$ cat config.mk
export PLATFORM = sky130hd
export DESIGN_NAME = pong_game_controller
export DESIGN_NICKNAME = d
export VERILOG_FILES = /design/src/rtl/pong_game_pkg.sv /design/src/rtl/pong_game_controller_tick_countdown.sv /design/src/rtl/pong_game_controller.sv
export SDC_FILE = /design/constraint.sdc
export NUM_CORES = 1
export LEC_CHECK = 0
export CAP_MARGIN = 30
export CORE_ASPECT_RATIO = 0.7
export CORE_UTILIZATION = 40
export CTS_CLUSTER_SIZE = 28
export DETAILED_ROUTE_END_ITERATION = 7
export HOLD_SLACK_MARGIN = 0.03
export SETUP_SLACK_MARGIN = 0.3
export SLEW_MARGIN = 10
export SYNTH_ARGS = -nofsm -noshare
export SYNTH_HDL_FRONTEND = slang
export SYNTH_SLANG_ARGS = --single-unit
$ cat constraint.sdc
create_clock -name i_CLK -period 3.84 [get_ports i_CLK]
set_input_delay 0.768 -clock i_CLK [delete_from_list [all_inputs] [get_ports i_CLK]]
set_output_delay 0.768 -clock i_CLK [all_outputs]
set_load 0.03 [all_outputs]
$ cat src/rtl/pong_game_pkg.sv
// Shared definitions for the pong match controller: state encoding, key
// codes, serve/winner direction constants and a small sizing helper.
package pong_game_pkg;

   localparam int STATE_W = 3;

   localparam logic [STATE_W-1:0] ENC_IDLE      = 3'd0;
   localparam logic [STATE_W-1:0] ENC_SERVE     = 3'd1;
   localparam logic [STATE_W-1:0] ENC_PLAY      = 3'd2;
   localparam logic [STATE_W-1:0] ENC_POINT     = 3'd3;
   localparam logic [STATE_W-1:0] ENC_GAME_OVER = 3'd4;

   typedef enum logic [STATE_W-1:0] {
      ST_IDLE      = ENC_IDLE,
      ST_SERVE     = ENC_SERVE,
      ST_PLAY      = ENC_PLAY,
      ST_POINT     = ENC_POINT,
      ST_GAME_OVER = ENC_GAME_OVER
   } state_t;

   localparam logic [7:0] KEY_SPACE = 8'd32;
   localparam logic [7:0] KEY_W     = 8'd119;
   localparam logic [7:0] KEY_S     = 8'd115;
   localparam logic [7:0] KEY_I     = 8'd105;
   localparam logic [7:0] KEY_K     = 8'd107;

   // serve direction points at the player who conceded the last point
   localparam logic SERVE_TO_P1 = 1'b0;
   localparam logic SERVE_TO_P2 = 1'b1;

   localparam logic WINNER_P1 = 1'b0;
   localparam logic WINNER_P2 = 1'b1;

   function automatic int max_int(input int a, input int b);
      return (a > b) ? a : b;
   endfunction

endpackage

$ cat src/rtl/pong_game_controller_tick_countdown.sv
// Down-counter used for the serve hold-off and the optional point timeout.
// Load has priority over decrement; the count stops at zero.
module tick_countdown #(
   parameter int W = 8
) (
   input  logic         clk,
   input  logic         rst,
   input  logic         load,
   input  logic [W-1:0] load_value,
   input  logic         dec,
   output logic         zero
);

   logic [W-1:0] count;

   // count register: load, else decrement while non-zero
   always_ff @(posedge clk or posedge rst) begin
      if (rst) begin
         count <= '0;
      end else if (load) begin
         count <= load_value;
      end else if (dec && (count != '0)) begin
         count <= count - 1'b1;
      end
   end

   assign zero = (count == '0);

endmodule

$ cat src/rtl/pong_game_controller.sv
// Match-level pong controller on the 30 Hz game tick. Tracks both scores,
// detects the winner and sequences idle/serve/play/point/game-over, driving
// the ball engine controls. Optional build macro GAME_AUTO_SERVE_EN adds a
// timeout that leaves POINT automatically after AUTO_SERVE_TICKS ticks.
//
//   state     | meaning
//   ----------+---------------------------------------------------------
//   IDLE      | power-up, ball held at centre, wait for start key
//   SERVE     | ball held at centre for SERVE_TICKS ticks, then launch
//   PLAY      | rally in progress, scored pulses are counted
//   POINT     | rally over, ball held, wait for start key (or timeout)
//   GAME_OVER | someone reached WIN_SCORE, winner shown, start key resets
module pong_game_controller
   import pong_game_pkg::*;
#(
   parameter int SCORE_W          = 4,
   parameter int WIN_SCORE        = 7,
   parameter int SERVE_TICKS      = 60,
   parameter int START_KEY        = 32,
   parameter int AUTO_SERVE_TICKS = 150
) (
   input  logic               i_CLK,
   input  logic               i_RST,
   input  logic [7:0]         i_key_byte,
   input  logic               i_p1_scored,
   input  logic               i_p2_scored,
   output logic [2:0]         o_state,
   output logic               o_ball_enable,
   output logic               o_ball_reset,
   output logic               o_serve_dir,
   output logic [SCORE_W-1:0] o_p1_score,
   output logic [SCORE_W-1:0] o_p2_score,
   output logic               o_game_over,
   output logic               o_winner
);

   localparam int TIMER_W = $clog2(max_int(SERVE_TICKS, AUTO_SERVE_TICKS) + 1);
   localparam logic [TIMER_W-1:0] SERVE_LOAD = TIMER_W'(SERVE_TICKS - 1);
   localparam logic [SCORE_W-1:0] WIN_VAL    = SCORE_W'(WIN_SCORE);
   localparam logic [7:0]         START_VAL  = 8'(START_KEY);
`ifdef GAME_AUTO_SERVE_EN
   localparam logic [TIMER_W-1:0] AUTO_LOAD  = TIMER_W'(AUTO_SERVE_TICKS - 1);
`endif

   state_t               state;
   state_t               next_state;
   logic                 armed;
   logic                 start_evt;
   logic                 timer_load;
   logic [TIMER_W-1:0]   timer_load_value;
   logic                 timer_dec;
   logic                 timer_zero;

   logic [SCORE_W-1:0]   p1_score;
   logic [SCORE_W-1:0]   p2_score;
   logic [SCORE_W-1:0]   p1_next;
   logic [SCORE_W-1:0]   p2_next;
   logic                 serve_dir;
   logic                 dir_next;
   logic                 winner;
   logic                 winner_next;
   logic                 ball_enable;
   logic                 ball_reset;
   logic                 game_over;

   // a start key only counts after the byte has been seen at something else
   assign start_evt = armed && (i_key_byte == START_VAL);

   tick_countdown #(
      .W (TIMER_W)
   ) u_timer (
      .clk        (i_CLK),
      .rst        (i_RST),
      .load       (timer_load),
      .load_value (timer_load_value),
      .dec        (timer_dec),
      .zero       (timer_zero)
   );

   // next-state, score and timer control
   always_comb begin
      next_state       = state;
      p1_next          = p1_score;
      p2_next          = p2_score;
      dir_next         = serve_dir;
      winner_next      = winner;
      timer_load       = 1'b0;
      timer_load_value = SERVE_LOAD;
      timer_dec        = 1'b0;

      case (state)
         ST_IDLE: begin
            if (start_evt) next_state = ST_SERVE;
         end
         ST_SERVE: begin
            if (timer_zero) next_state = ST_PLAY;
            else            timer_dec  = 1'b1;
         end
         ST_PLAY: begin
            if (i_p1_scored && i_p2_scored) begin
               // simultaneous pulses: no point awarded
               next_state = ST_POINT;
            end else if (i_p1_scored) begin
               dir_next = SERVE_TO_P2;
               if (p1_score >= WIN_VAL - 1'b1) begin
                  p1_next     = WIN_VAL;
                  winner_next = WINNER_P1;
                  next_state  = ST_GAME_OVER;
               end else begin
                  p1_next    = p1_score + 1'b1;
                  next_state = ST_POINT;
               end
            end else if (i_p2_scored) begin
               dir_next = SERVE_TO_P1;
               if (p2_score >= WIN_VAL - 1'b1) begin
                  p2_next     = WIN_VAL;
                  winner_next = WINNER_P2;
                  next_state  = ST_GAME_OVER;
               end else begin
                  p2_next    = p2_score + 1'b1;
                  next_state = ST_POINT;
               end
            end
         end
         ST_POINT: begin
            if (start_evt) begin
               next_state = ST_SERVE;
`ifdef GAME_AUTO_SERVE_EN
            end else if (timer_zero) begin
               next_state = ST_SERVE;
            end else begin
               timer_dec = 1'b1;
`endif
            end
         end
         ST_GAME_OVER: begin
            if (start_evt) begin
               p1_next    = '0;
               p2_next    = '0;
               next_state = ST_SERVE;
            end
         end
         default: begin
            next_state = ST_IDLE;
         end
      endcase

      if (next_state != state) begin
         if (next_state == ST_SERVE) begin
            timer_load       = 1'b1;
            timer_load_value = SERVE_LOAD;
         end
`ifdef GAME_AUTO_SERVE_EN
         if (next_state == ST_POINT) begin
            timer_load       = 1'b1;
            timer_load_value = AUTO_LOAD;
         end
`endif
      end
   end

   // state register
   always_ff @(posedge i_CLK or posedge i_RST) begin
      if (i_RST) state <= ST_IDLE;
      else       state <= next_state;
   end

   // start-key arming: cleared on any state entry, set once the key leaves START_KEY
   always_ff @(posedge i_CLK or posedge i_RST) begin
      if (i_RST) begin
         armed <= 1'b0;
      end else if (next_state != state) begin
         armed <= 1'b0;
      end else if (i_key_byte != START_VAL) begin
         armed <= 1'b1;
      end
   end

   // registered match outputs, decoded from the state being entered
   always_ff @(posedge i_CLK or posedge i_RST) begin
      if (i_RST) begin
         p1_score    <= '0;
         p2_score    <= '0;
         serve_dir   <= SERVE_TO_P1;
         winner      <= WINNER_P1;
         ball_enable <= 1'b0;
         ball_reset  <= 1'b1;
         game_over   <= 1'b0;
      end else begin
         p1_score    <= p1_next;
         p2_score    <= p2_next;
         serve_dir   <= dir_next;
         winner      <= winner_next;
         ball_enable <= (next_state == ST_PLAY);
         ball_reset  <= (next_state != ST_PLAY);
         game_over   <= (next_state == ST_GAME_OVER);
      end
   end

   assign o_state       = state;
   assign o_ball_enable = ball_enable;
   assign o_ball_reset  = ball_reset;
   assign o_serve_dir   = serve_dir;
   assign o_p1_score    = p1_score;
   assign o_p2_score    = p2_score;
   assign o_game_over   = game_over;
   assign o_winner      = winner;

endmodule
# Yosys cells after proc, flatten, opt, wreduce, memory -nomap -nowiden
# Cells that the tools add are included.
[op_classes]
n_addsub = 3
bitwise = 1
n_eq_ne = 17
mux = 32
magnitude_cmp = 2
n_reduce_logical = 16
[op_table]
columns = ["operator", "count"]
rows = [
  ["$mux 4", 8],
  ["$mux 3", 7],
  ["$mux 8", 2],
  ["$pmux 4 s2", 2],
  ["$mux 1", 12],
  ["$ne 2x2->1 const B", 5],
  ["$reduce_and 5->1", 2],
  ["$reduce_bool 2->1", 5],
  ["$eq 3x2->1 const B", 3],
  ["$pmux 3 s3", 1],
  ["$add 4x1->4 const B", 2],
  ["$eq 8x6->1 const B", 1],
  ["$ge 4x3->1 const B", 2],
  ["$logic_not 8->1", 1],
  ["$ne 8x6->1 const B", 1],
  ["$reduce_bool 8->1", 1],
  ["$sub 8x1->8 const B", 1],
  ["$eq 3x1->1 const B", 2],
  ["$eq 3x3->1 const B", 2],
  ["$reduce_and 4->1", 1],
  ["$logic_and 1x1->1", 3],
  ["$logic_not 3->1", 1],
  ["$ne 3x2->1 const B", 1],
  ["$ne 3x3->1", 1],
  ["4 further kinds", 4],
]
[totals]
ff_bits = 25
inputBits = 12

# Logic depth before layout (Yosys ltp)
# Gate-level depths: netlist (run 1).
[logic_depth]
ltp_word = 10
ltp_mapped = 8

# By module
# Synthesis (run 1) repeated with hierarchy kept, for this count alone.
[unflattened]
cells_unflattened = 155
hier_area_um2 = 1500.2
[modules_own_cells]
columns = ["module", "cells_per_inst", "seq_area_each_um2", "area_each_um2", "n_inst"]
rows = [
  ["pong_game_controller", 102, 426.7, 1004.7, 1],
  ["tick_countdown", 53, 200.2, 495.5, 1],
]

# Worst setup path before layout (run 1)
# OpenSTA, ideal clock, no wires.
[synth_timing]
path_type = "register to register"
start = "register p2_score[0] (netlist: o_p2_score[0])"
end = "register armed"
path_stages_with_launch = 9
required_ps = 3729
setup_slack_ps = 1704
setup_ps = 111
t_arrival_ps = 2025
cell_sequence = "dfrtp_1 inv_1 ha_1 o21ai_0 and2_1 clkbuf_1 a21oi_1 o32a_1 a2111oi_2"
[synth_between]
elab_chain_len = 8
elab_cells_between_ends = 9
classes_between = "1 x order compare; 1 x eq/ne; 6 x mux; 1 x reduce/logical"
[synth_rtl]
columns = ["item", "line_no", "text"]
rows = [
  ["start: declaration", "pong_game_controller.sv:55", "logic [SCORE_W-1:0] p2_score;"],
  ["start signal: assignment", "pong_game_controller.sv:191", "p2_score <= p2_next;"],
  ["$ge 4x3->1 (*)", "pong_game_controller.sv:115", "if (p2_score >= WIN_VAL - 1'b1) begin"],
  ["$mux 3 (*)", "pong_game_controller.sv:115", ""],
  ["$mux 3 (*)", "pong_game_controller.sv:113", "end else if (i_p2_scored) begin"],
  ["$mux 3 (*)", "pong_game_controller.sv:103", "end else if (i_p1_scored) begin"],
  ["$mux 3 (*)", "pong_game_controller.sv:100", "if (i_p1_scored && i_p2_scored) begin"],
  ["$pmux 3 s3 (*)", "pong_game_controller.sv:91", "case (state)"],
  ["$ne 3x3->1 (*)", "pong_game_controller.sv:172", "end else if (next_state != state) begin"],
  ["$mux 1 / $reduce_bool 2->1 (equally long branches)", "-", ""],
  ["end signal: assignment", "pong_game_controller.sv:171", "armed <= 1'b0;"],
  ["end signal: assignment", "pong_game_controller.sv:173", "armed <= 1'b0;"],
  ["end signal: assignment", "pong_game_controller.sv:175", "armed <= 1'b1;"],
  ["end: declaration", "pong_game_controller.sv:47", "logic armed;"],
]
# Every way passes the cells marked *; elsewhere a longest branch is shown, timed or not.
# A chain may end at the register's enable or synchronous reset.

# Final worst setup path (run 1)
[layout_timing]
start = "input i_key_byte[4]"
end = "register p2_score[1] (netlist: o_p2_score[1])"
[layout_between]
elab_chain_len = 4
[layout_rtl]
columns = ["item", "line_no", "text"]
rows = [
  ["start: declaration", "pong_game_controller.sv:24", "input logic [7:0] i_key_byte,"],
  ["$eq 8x6->1", "pong_game_controller.sv:67", "assign start_evt = armed && (i_key_byte == START_VAL);"],
  ["$logic_and 1x1->1", "pong_game_controller.sv:67", ""],
  ["$ne 2x2->1 (no line)", "-", ""],
  ["$reduce_and 5->1 (no line)", "-", ""],
]
# Every way passes these cells.

==> key figures, run 1 <==
Global route
  – Gr ovfl total: 0
  – Via count of the first global-routing pass: 1,095
  – Initial antenna violation count: 0
  – GRT Total Usage: 18.4%
  – First-pass GRT wire length: 5320 um
  – Largest net degree at the start of global routing: 16

Critical path
  – Worst Setup Start Kind: input port
  – Crit path required time: 4000 ps
  – Critical path capture point: o_p2_score[1]
  – CP max FO: 7
  – Reg-to-reg critical path startpoint: u_timer.count[0]
  – CP Capture Type: flop
  – Setup crit start: i_key_byte[4]
  – Reg2Reg Capture Point: u_timer.count[1]
  – Worst Reg2Reg Path Length in Cells: 7
  – Critical path class: input port to flop
  – R2r setup slk: 1660 ps
  – Arr. time, crit path: 2740 ps

Placed design
  – Final Wtd Congestion: 0.802
  – Dpl hpwl: 2440 um
  – Pre-CTS setup slack: 1010 ps
  – I/O Buffers: 27
  – Placement Cell Area: 1800 um^2
  – Placed cell count: 222

Die
  – Initial Util: 41.9%
  – Die Wd: 74.7 um
  – Core area: 3540 um^2
  – Number of top-level pins: 28
  – Die height: 52.9 um
  – Die ar.: 3950 um^2
  – # rows: 18

STA
  – Final setup violation count: 0
  – Clock skew: 4.15 ps
  – Final Cycle Share: 67.1%
  – Max-slew violations: 0
  – Worst setup slack after layout: 1260 ps
  – Unrepaired setup endpoints after global routing: no
  – Final hold vios: 0
  – Setup TNS Final: 0 ps
  – Tmin final: 2580 ps
  – Fmax: 0.388 GHz
  – Slew at the pin closest to its max-slew limit: 520 ps
  – Relative slew slack: 65.3%

Clocking
  – Clock sink total: 25
  – Clock Pin Slew Worst Setup and Hold Paths: 90 ps
  – Setup Buffers After CTS: 0
  – Max H-tree Level: 1
  – CTS Hold Buffers Added: 0
  – Post_cts resized: 0
  – Worst skew pair latency: 270 ps
  – CTS buffer count: 3
  – CTS tree: built
  – Clk buf depth: 2
  – Clock Tree Root: clkbuf_8

Yosys
  – Yosys Warn Count: 0
  – Post-synth EDFFs: 0
  – Top FF cell, synth: dfrtp_1
  – Seq cells post-synth: 25
  – Mapped Area: 1480 um^2
  – Seq/Total Area, Yosys: 42.3%
  – Gate Count Post-Synth: 149
  – Yosys cell types: 45
  – Post-Syn Nets: 167
  – Avg Synthesized Cell Area: 9.94 um^2
  – Synth async-reset ratio: 100%

Final layout
  – Layout area overhead: 25.1%
  – Non-Filler Instances: 226
  – Fillers: 328
  – Design Area, Final: 1850 um^2
  – Share of cells above drive strength 1: 13.1%
  – Final net count: 195
  – Ant diodes: 0

Pwr
  – Final Power: 448 uW
  – Pleak: 0.829 nW
  – Worst vdd ir: 190 uV
  – P per Cell Area: 242 nW/um^2

Detailed routing
  – DRC: 0
  – DR iter-0 viols: 41
  – Post-route ant nets: 0
  – Routed WL: 3130 um
  – Vias: 1,180
  – Vias/cell: 5.22
  – First-pass detailed-route iteration total: 6
  – Routed WL per cell: 13.9 um

Worst hold path
  – Hold WC Path Type: flop to flop

Outcome
  – Status: complete, no violations

Job
  – Max-cap violations: 0
[worst min path at each step]
stage	start	to	slack, ps	depth (start not counted)
after floorplan	u_timer.count[5]	u_timer.count[5]	500	2
after global placement	o_serve_dir	o_serve_dir	510	1
after detailed placement	o_serve_dir	o_serve_dir	500	1
after CTS	o_serve_dir	o_serve_dir	520	1
after global routing	o_serve_dir	o_serve_dir	550	1
final	o_serve_dir	o_serve_dir	520	1
[worst max-delay path: stages]
cell and delay, ps:
clkdlybuf4s50_1 420, nor4b_2 410, nand3_1 360, o21ai_2 400, mux2_2 370
[report_power, final]
| part | switching [mW] | total (mW) | internal (mW) |
|---|---|---|---|
| Combinational | 0.0109 | 0.0243 | 0.0134 |
| Sequential | 0 | 0.263 | 0.263 |
| Clock | 0.0872 | 0.161 | 0.0735 |
| Total | 0.0981 | 0.448 | 0.350 |
[metal layers]
metal	part of all wire, %	up-vias	GRT usage (%)
met5	0	-	0
met4	0.32	0	2.83
met3	5.1	2	4.57
met2	42	38	26.9
met1	52	561	27.6
li1	-	579	-
[cells in the final DEF (no fill, tap or decap), types with 2 or more instances in the layout]
| cell type | count |
|---|---|
| nand4_1 | 2 |
| o21ai_0 | 6 |
| xor2_1 | 3 |
| nand2_1 | 16 |
| mux2_2 | 3 |
| and2_1 | 6 |
| nor2b_1 | 2 |
| mux2i_1 | 2 |
| nor2_1 | 9 |
| nor3b_1 | 4 |
| nand3_1 | 4 |
| or2_2 | 3 |
| o21ai_2 | 2 |
| ha_1 | 6 |
| a21oi_1 | 9 |
| a211o_1 | 2 |
| clkdlybuf4s50_1 | 27 |
| nand2b_1 | 4 |
| o221ai_1 | 2 |
| clkbuf_8 | 3 |
| dfrtp_1 | 24 |
| inv_1 | 8 |
| xnor2_1 | 4 |
| nor4_1 | 3 |
[Yosys cell counts, drive strengths merged (2+ instances only)]
master / number / share of area, %
dfrtp: 24 / 41
nand2: 16 / 4.1
a21oi: 9 / 3.0
nor2: 9 / 2.3
inv: 8 / 2.0
o21ai: 8 / 3.2
and2: 6 / 2.5
ha: 6 / 5.1
nand3: 5 / 2.5
nand2b: 4 / 1.7
nor3b: 4 / 2.0
nor4: 4 / 2.1
xnor2: 4 / 2.4
buf: 3 / 1.2
mux2: 3 / 2.3
nand4: 3 / 2.3
or2: 3 / 1.3
xor2: 3 / 1.8
a211o: 2 / 1.2
clkbuf: 2 / 0.51
mux2i: 2 / 1.4
nor2b: 2 / 0.84
nor4b: 2 / 1.6
o221ai: 2 / 1.2
or3b: 2 / 1.4
[kinds of logic (layout without fill, tap and decap cells)]
| logic type | after synthesis | count (layout) | share of synthesized area, % |
|---|---|---|---|
| flops | 25 | 25 | 42.3 |
| buf+inv | 13 | 40 | 3.72 |
| simple gates | 65 | 65 | 27.1 |
| fa+ha+maj | 6 | 6 | 5.07 |
| compound gates | 28 | 28 | 14.0 |
| mux | 5 | 5 | 3.63 |
| xor+xnor | 7 | 7 | 4.14 |
[registers in the layout, summed over array words and instances (netlist names), 3 cells and up]
name	cells
o_p1_score	4
u_timer.count	8
o_p2_score	4
o_state	3
[metrics by stage]
step	util [%]	hold WS (ps)
final	52.4	517
after global routing	52.4	550
after CTS	52.4	524
after detailed placement	51.0	502
after global placement	50.6	505
after floorplan	-	504
[final cells by class]
class / instances / area (um^2) / area share, %
Tap cell: 50 / 62.6 / 3.38
Multi-Input combinational cell: 111 / 800 / 43.1
Timing Repair Buffer: 28 / 285 / 15.4
Clock inverter: 1 / 7.51 / 0.405
Clock buffer: 3 / 41.3 / 2.23
Inverter: 8 / 30.0 / 1.62
Sequential cell: 25 / 627 / 33.8
Note: power is estimated with default switching activity, not from simulation.
==> run 2, diff against run 1 <==
Clock period 3.84 ns to 2.4 ns, I/O delays scaled along.
==> run 2 against run 1 <==
Final cell count increased by 4.4%. Register-to-register slack worse by 1300 ps. Worst setup slack worse by 960 ps. Utilization rose by 2.8 points. First-iteration DRC count is 7.3% higher. Highest routed layer unchanged.
==> key figures, run 2 (synthesis results as in run 1) <==
Worst hold path
  – HP Start: o_serve_dir (unchanged)
  – Hold depth: 1 (unchanged)
  – Hold WC Path Type: flop to flop (unchanged)
  – Hold endpoint: o_serve_dir (unchanged)

Clocking
  – Clk buf depth: 2 (unchanged)
  – Clock Tree Root: clkbuf_8 (unchanged)
  – Worst skew pair latency: 270 ps (about the same)
  – Max H-tree Level: 1 (unchanged)
  – CTS tree: built (unchanged)
  – CTS buffer count: 3 (unchanged)
  – CTS Hold Buffers Added: 0 (unchanged)
  – Clock Pin Slew Worst Setup and Hold Paths: 90 ps (about the same)
  – Clock sink total: 25 (unchanged)

STA
  – Relative slew slack: 68.9% (was 65.3%)
  – Fmax: 0.478 GHz
  – Final Cycle Share: 87.2%
  – Worst setup slack after layout: 308 ps (was 1260 ps)
  – Clock skew: 1.85 ps (was 4.15 ps)
  – Max-slew violations: 0 (unchanged)
  – Unrepaired setup endpoints after global routing: yes (was no)
  – Final hold vios: 0 (unchanged)
  – Slew at the pin closest to its max-slew limit: 462 ps (was 520 ps)
  – Tmin final: 2090 ps
  – Final setup violation count: 0 (unchanged)
  – Setup TNS Final: 0 ps (unchanged)

Critical path
  – Slowest cell delay on critical path: 420 ps (about the same)
  – Arr. time, crit path: 2260 ps (was 2740 ps)
  – CP max FO: 8 (was 7)
  – Worst Setup Start Kind: input port (unchanged)
  – Cell family contributing the most delay on the critical path: buffers and inverters (was simple AND/OR/NAND/NOR gates)
  – Cell Chain, Critical Path: clkdlybuf4s50_1 -> buf_4 -> nor2b_1 -> nand2b_1 -> o221ai_1 -> buf_4 -> nand3_4 -> and2_1 (was clkdlybuf4s50_1 -> nor4b_2 -> nand3_1 -> o21ai_2 -> mux2_2)
  – Most used cell, CP: buf_4
  – R2r setup slk: 400 ps (was 1660 ps)
  – Buf/Inv on CP: 3 (was 1)
  – Reg-to-reg critical path startpoint: o_p1_score[0] (was u_timer.count[0])
  – Worst Reg2Reg Path Length in Cells: 7 (unchanged)
  – Slowest stage cell, crit path: clkdlybuf4s50_1 (unchanged)
  – CP Capture Type: flop (unchanged)
  – Reg2Reg Capture Point: armed (was u_timer.count[1])
  – Crit path required time: 2560 ps (was 4000 ps)
  – Critical path class: input port to flop (unchanged)

Pwr
  – Final Power: 710 uW (was 448 uW)
  – Pleak: 0.925 nW (was 0.829 nW)
  – Pint: 559 uW (was 350 uW)
  – Clock power share: 35.1% (was 35.9%)
  – Sequential power share: 59.3% (was 58.7%)
  – Worst vdd ir: 250 uV (was 190 uV)
  – Combinational power share: 5.6% (was 5.4%)
  – Switching share of power: 21.2% (was 21.9%)
  – P per Cell Area: 364 nW/um^2 (was 242 nW/um^2)
  – Sw Pwr: 150 uW (was 98.1 uW)

Global route
  – Gr ovfl total: 0 (unchanged)
  – GRT Total Usage: 17.8% (was 18.4%)
  – Via count of the first global-routing pass: 1,083 (was 1,095)
  – Initial antenna violation count: 0 (unchanged)
  – First-pass GRT wire length: 5150 um (was 5320 um)
  – Largest net degree at the start of global routing: 26 (was 16)

Die
  – Die Wd: 74.7 um (unchanged)
  – Number of top-level pins: 28 (unchanged)
  – Core area: 3540 um^2 (unchanged)
  – Die height: 52.9 um (unchanged)
  – Die ar.: 3950 um^2 (unchanged)
  – # rows: 18 (unchanged)
  – Initial Util: 41.9% (unchanged)

Final layout
  – Ant diodes: 0 (unchanged)
  – Share of cells above drive strength 1: 21.0% (was 13.1%)
  – Sequential Area: 628 um^2 (was 627 um^2)
  – Fillers: 336 (was 328)
  – Leading cell types in the layout, fill and taps excluded: 24 x clkdlybuf4s50_1, 23 x dfrtp_1, 16 x nand2_1, 11 x buf_4, 9 x a21oi_1 (was 27 x clkdlybuf4s50_1, 24 x dfrtp_1, 16 x nand2_1, 9 x nor2_1, 9 x a21oi_1)
  – Commonest non-fill, non-tap cell in the layout: clkdlybuf4s50_1 (unchanged)
  – Area of the multi-input gates: 825 um^2 (was 800 um^2)
  – Final net count: 205 (was 195)
  – Max reg flops: 8 (unchanged)
  – Biggest register: u_timer.count (unchanged)
  – Layout area overhead: 31.8% (was 25.1%)

Job
  – Max-cap violations: 0 (unchanged)

Placed design
  – Final Wtd Congestion: 0.869 (was 0.802)
  – Pre-CTS setup slack: 70.4 ps (was 1010 ps)
  – I/O Buffers: 27 (unchanged)
  – Dpl hpwl: 2380 um (was 2440 um)

Outcome
  – Status: complete, no violations (unchanged)

Detailed routing
  – DR iter-0 viols: 44 (was 41)
  – DRC: 0 (unchanged)
  – Vias/cell: 5.13 (was 5.22)
  – Vias: 1,211 (was 1,180)
  – Routed WL per cell: 13.4 um (was 13.9 um)
  – Post-route ant nets: 0 (unchanged)
  – Routed WL: 3160 um (was 3130 um)
  – First-pass detailed-route iteration total: 4 (was 6)
==> run 2: cell count changes in the layout (fill, tap and decap cells not counted), sizes merged <==
cell | previous run | this run
buf | 1 | 11
clkdlybuf4s50 | 27 | 24
dlymetal6s2s | 0 | 3
clkinv | 0 | 1
clkinvlp | 1 | 0
==> run 2: per-layer routing <==
| metal | up-vias | GRT usage (%) | wire length, um |
|---|---|---|---|
| met2 | 25 | 25.1 | 1390 |
| li1 | 604 | - | - |
| met1 | 580 | 27.0 | 1650 |
| met3 | 2 | 4.57 | 118 |
| met5 | - | 0 | 0 |
| met4 | 0 | 3.46 | 4 |
==> run 2: worst max-delay path by stage <==
stage                     slack [ps]                to          start  depth (start not counted)
after floorplan                  350             armed  o_p2_score[1]                          7
after global placement           110     o_p2_score[1]  i_key_byte[4]                          5
after detailed placement          70     o_p1_score[1]  i_key_byte[4]                          5
after CTS                        330             armed  o_p2_score[0]                          7
after global routing             210  u_timer.count[6]    i_p1_scored                          8
final                            310  u_timer.count[6]    i_p1_scored                          8
==> run 2: final cells by class <==
cell class                 instances  share of cell area (%)
clock buffer                       3                    2.12
clock inverter                     1                   0.256
inverter                           8                    1.54
multi-input combinational        111                    42.2
sequential                        25                    32.2
tap                               50                    3.21
timing repair buffer              38                    18.5
==> run 2: timing repair <==
action,4_1_cts,5_1_grt
endpoints found under the hold margin,0,0
setup endpoints to repair,11,14
pin swaps,1,0
resized for setup,1,9
setup buffers,4,0
==> run 2: power by group through the flow <==
stage               clock network, mW  logic, mW  registers, mW
floorplan                           0     0.0123          0.429
global placement                    0     0.0400          0.429
detailed placement                  0     0.0408          0.429
CTS                             0.261     0.0409          0.421
global route                    0.279     0.0444          0.421
finish                          0.249     0.0401          0.421
==> run 2: stage by stage <==
| stage | cells | util [%] | instance area, um^2 | hold slack, ps |
|---|---|---|---|---|
| floorplan | 149 | - | 1480 | 504 |
| global placement | 228 | 52.1 | 1840 | 489 |
| detailed placement | 228 | 52.1 | 1840 | 494 |
| CTS | 236 | 54.4 | 1920 | 515 |
| global route | 236 | 55.2 | 1950 | 523 |
| finish | 236 | 55.2 | 1950 | 511 |
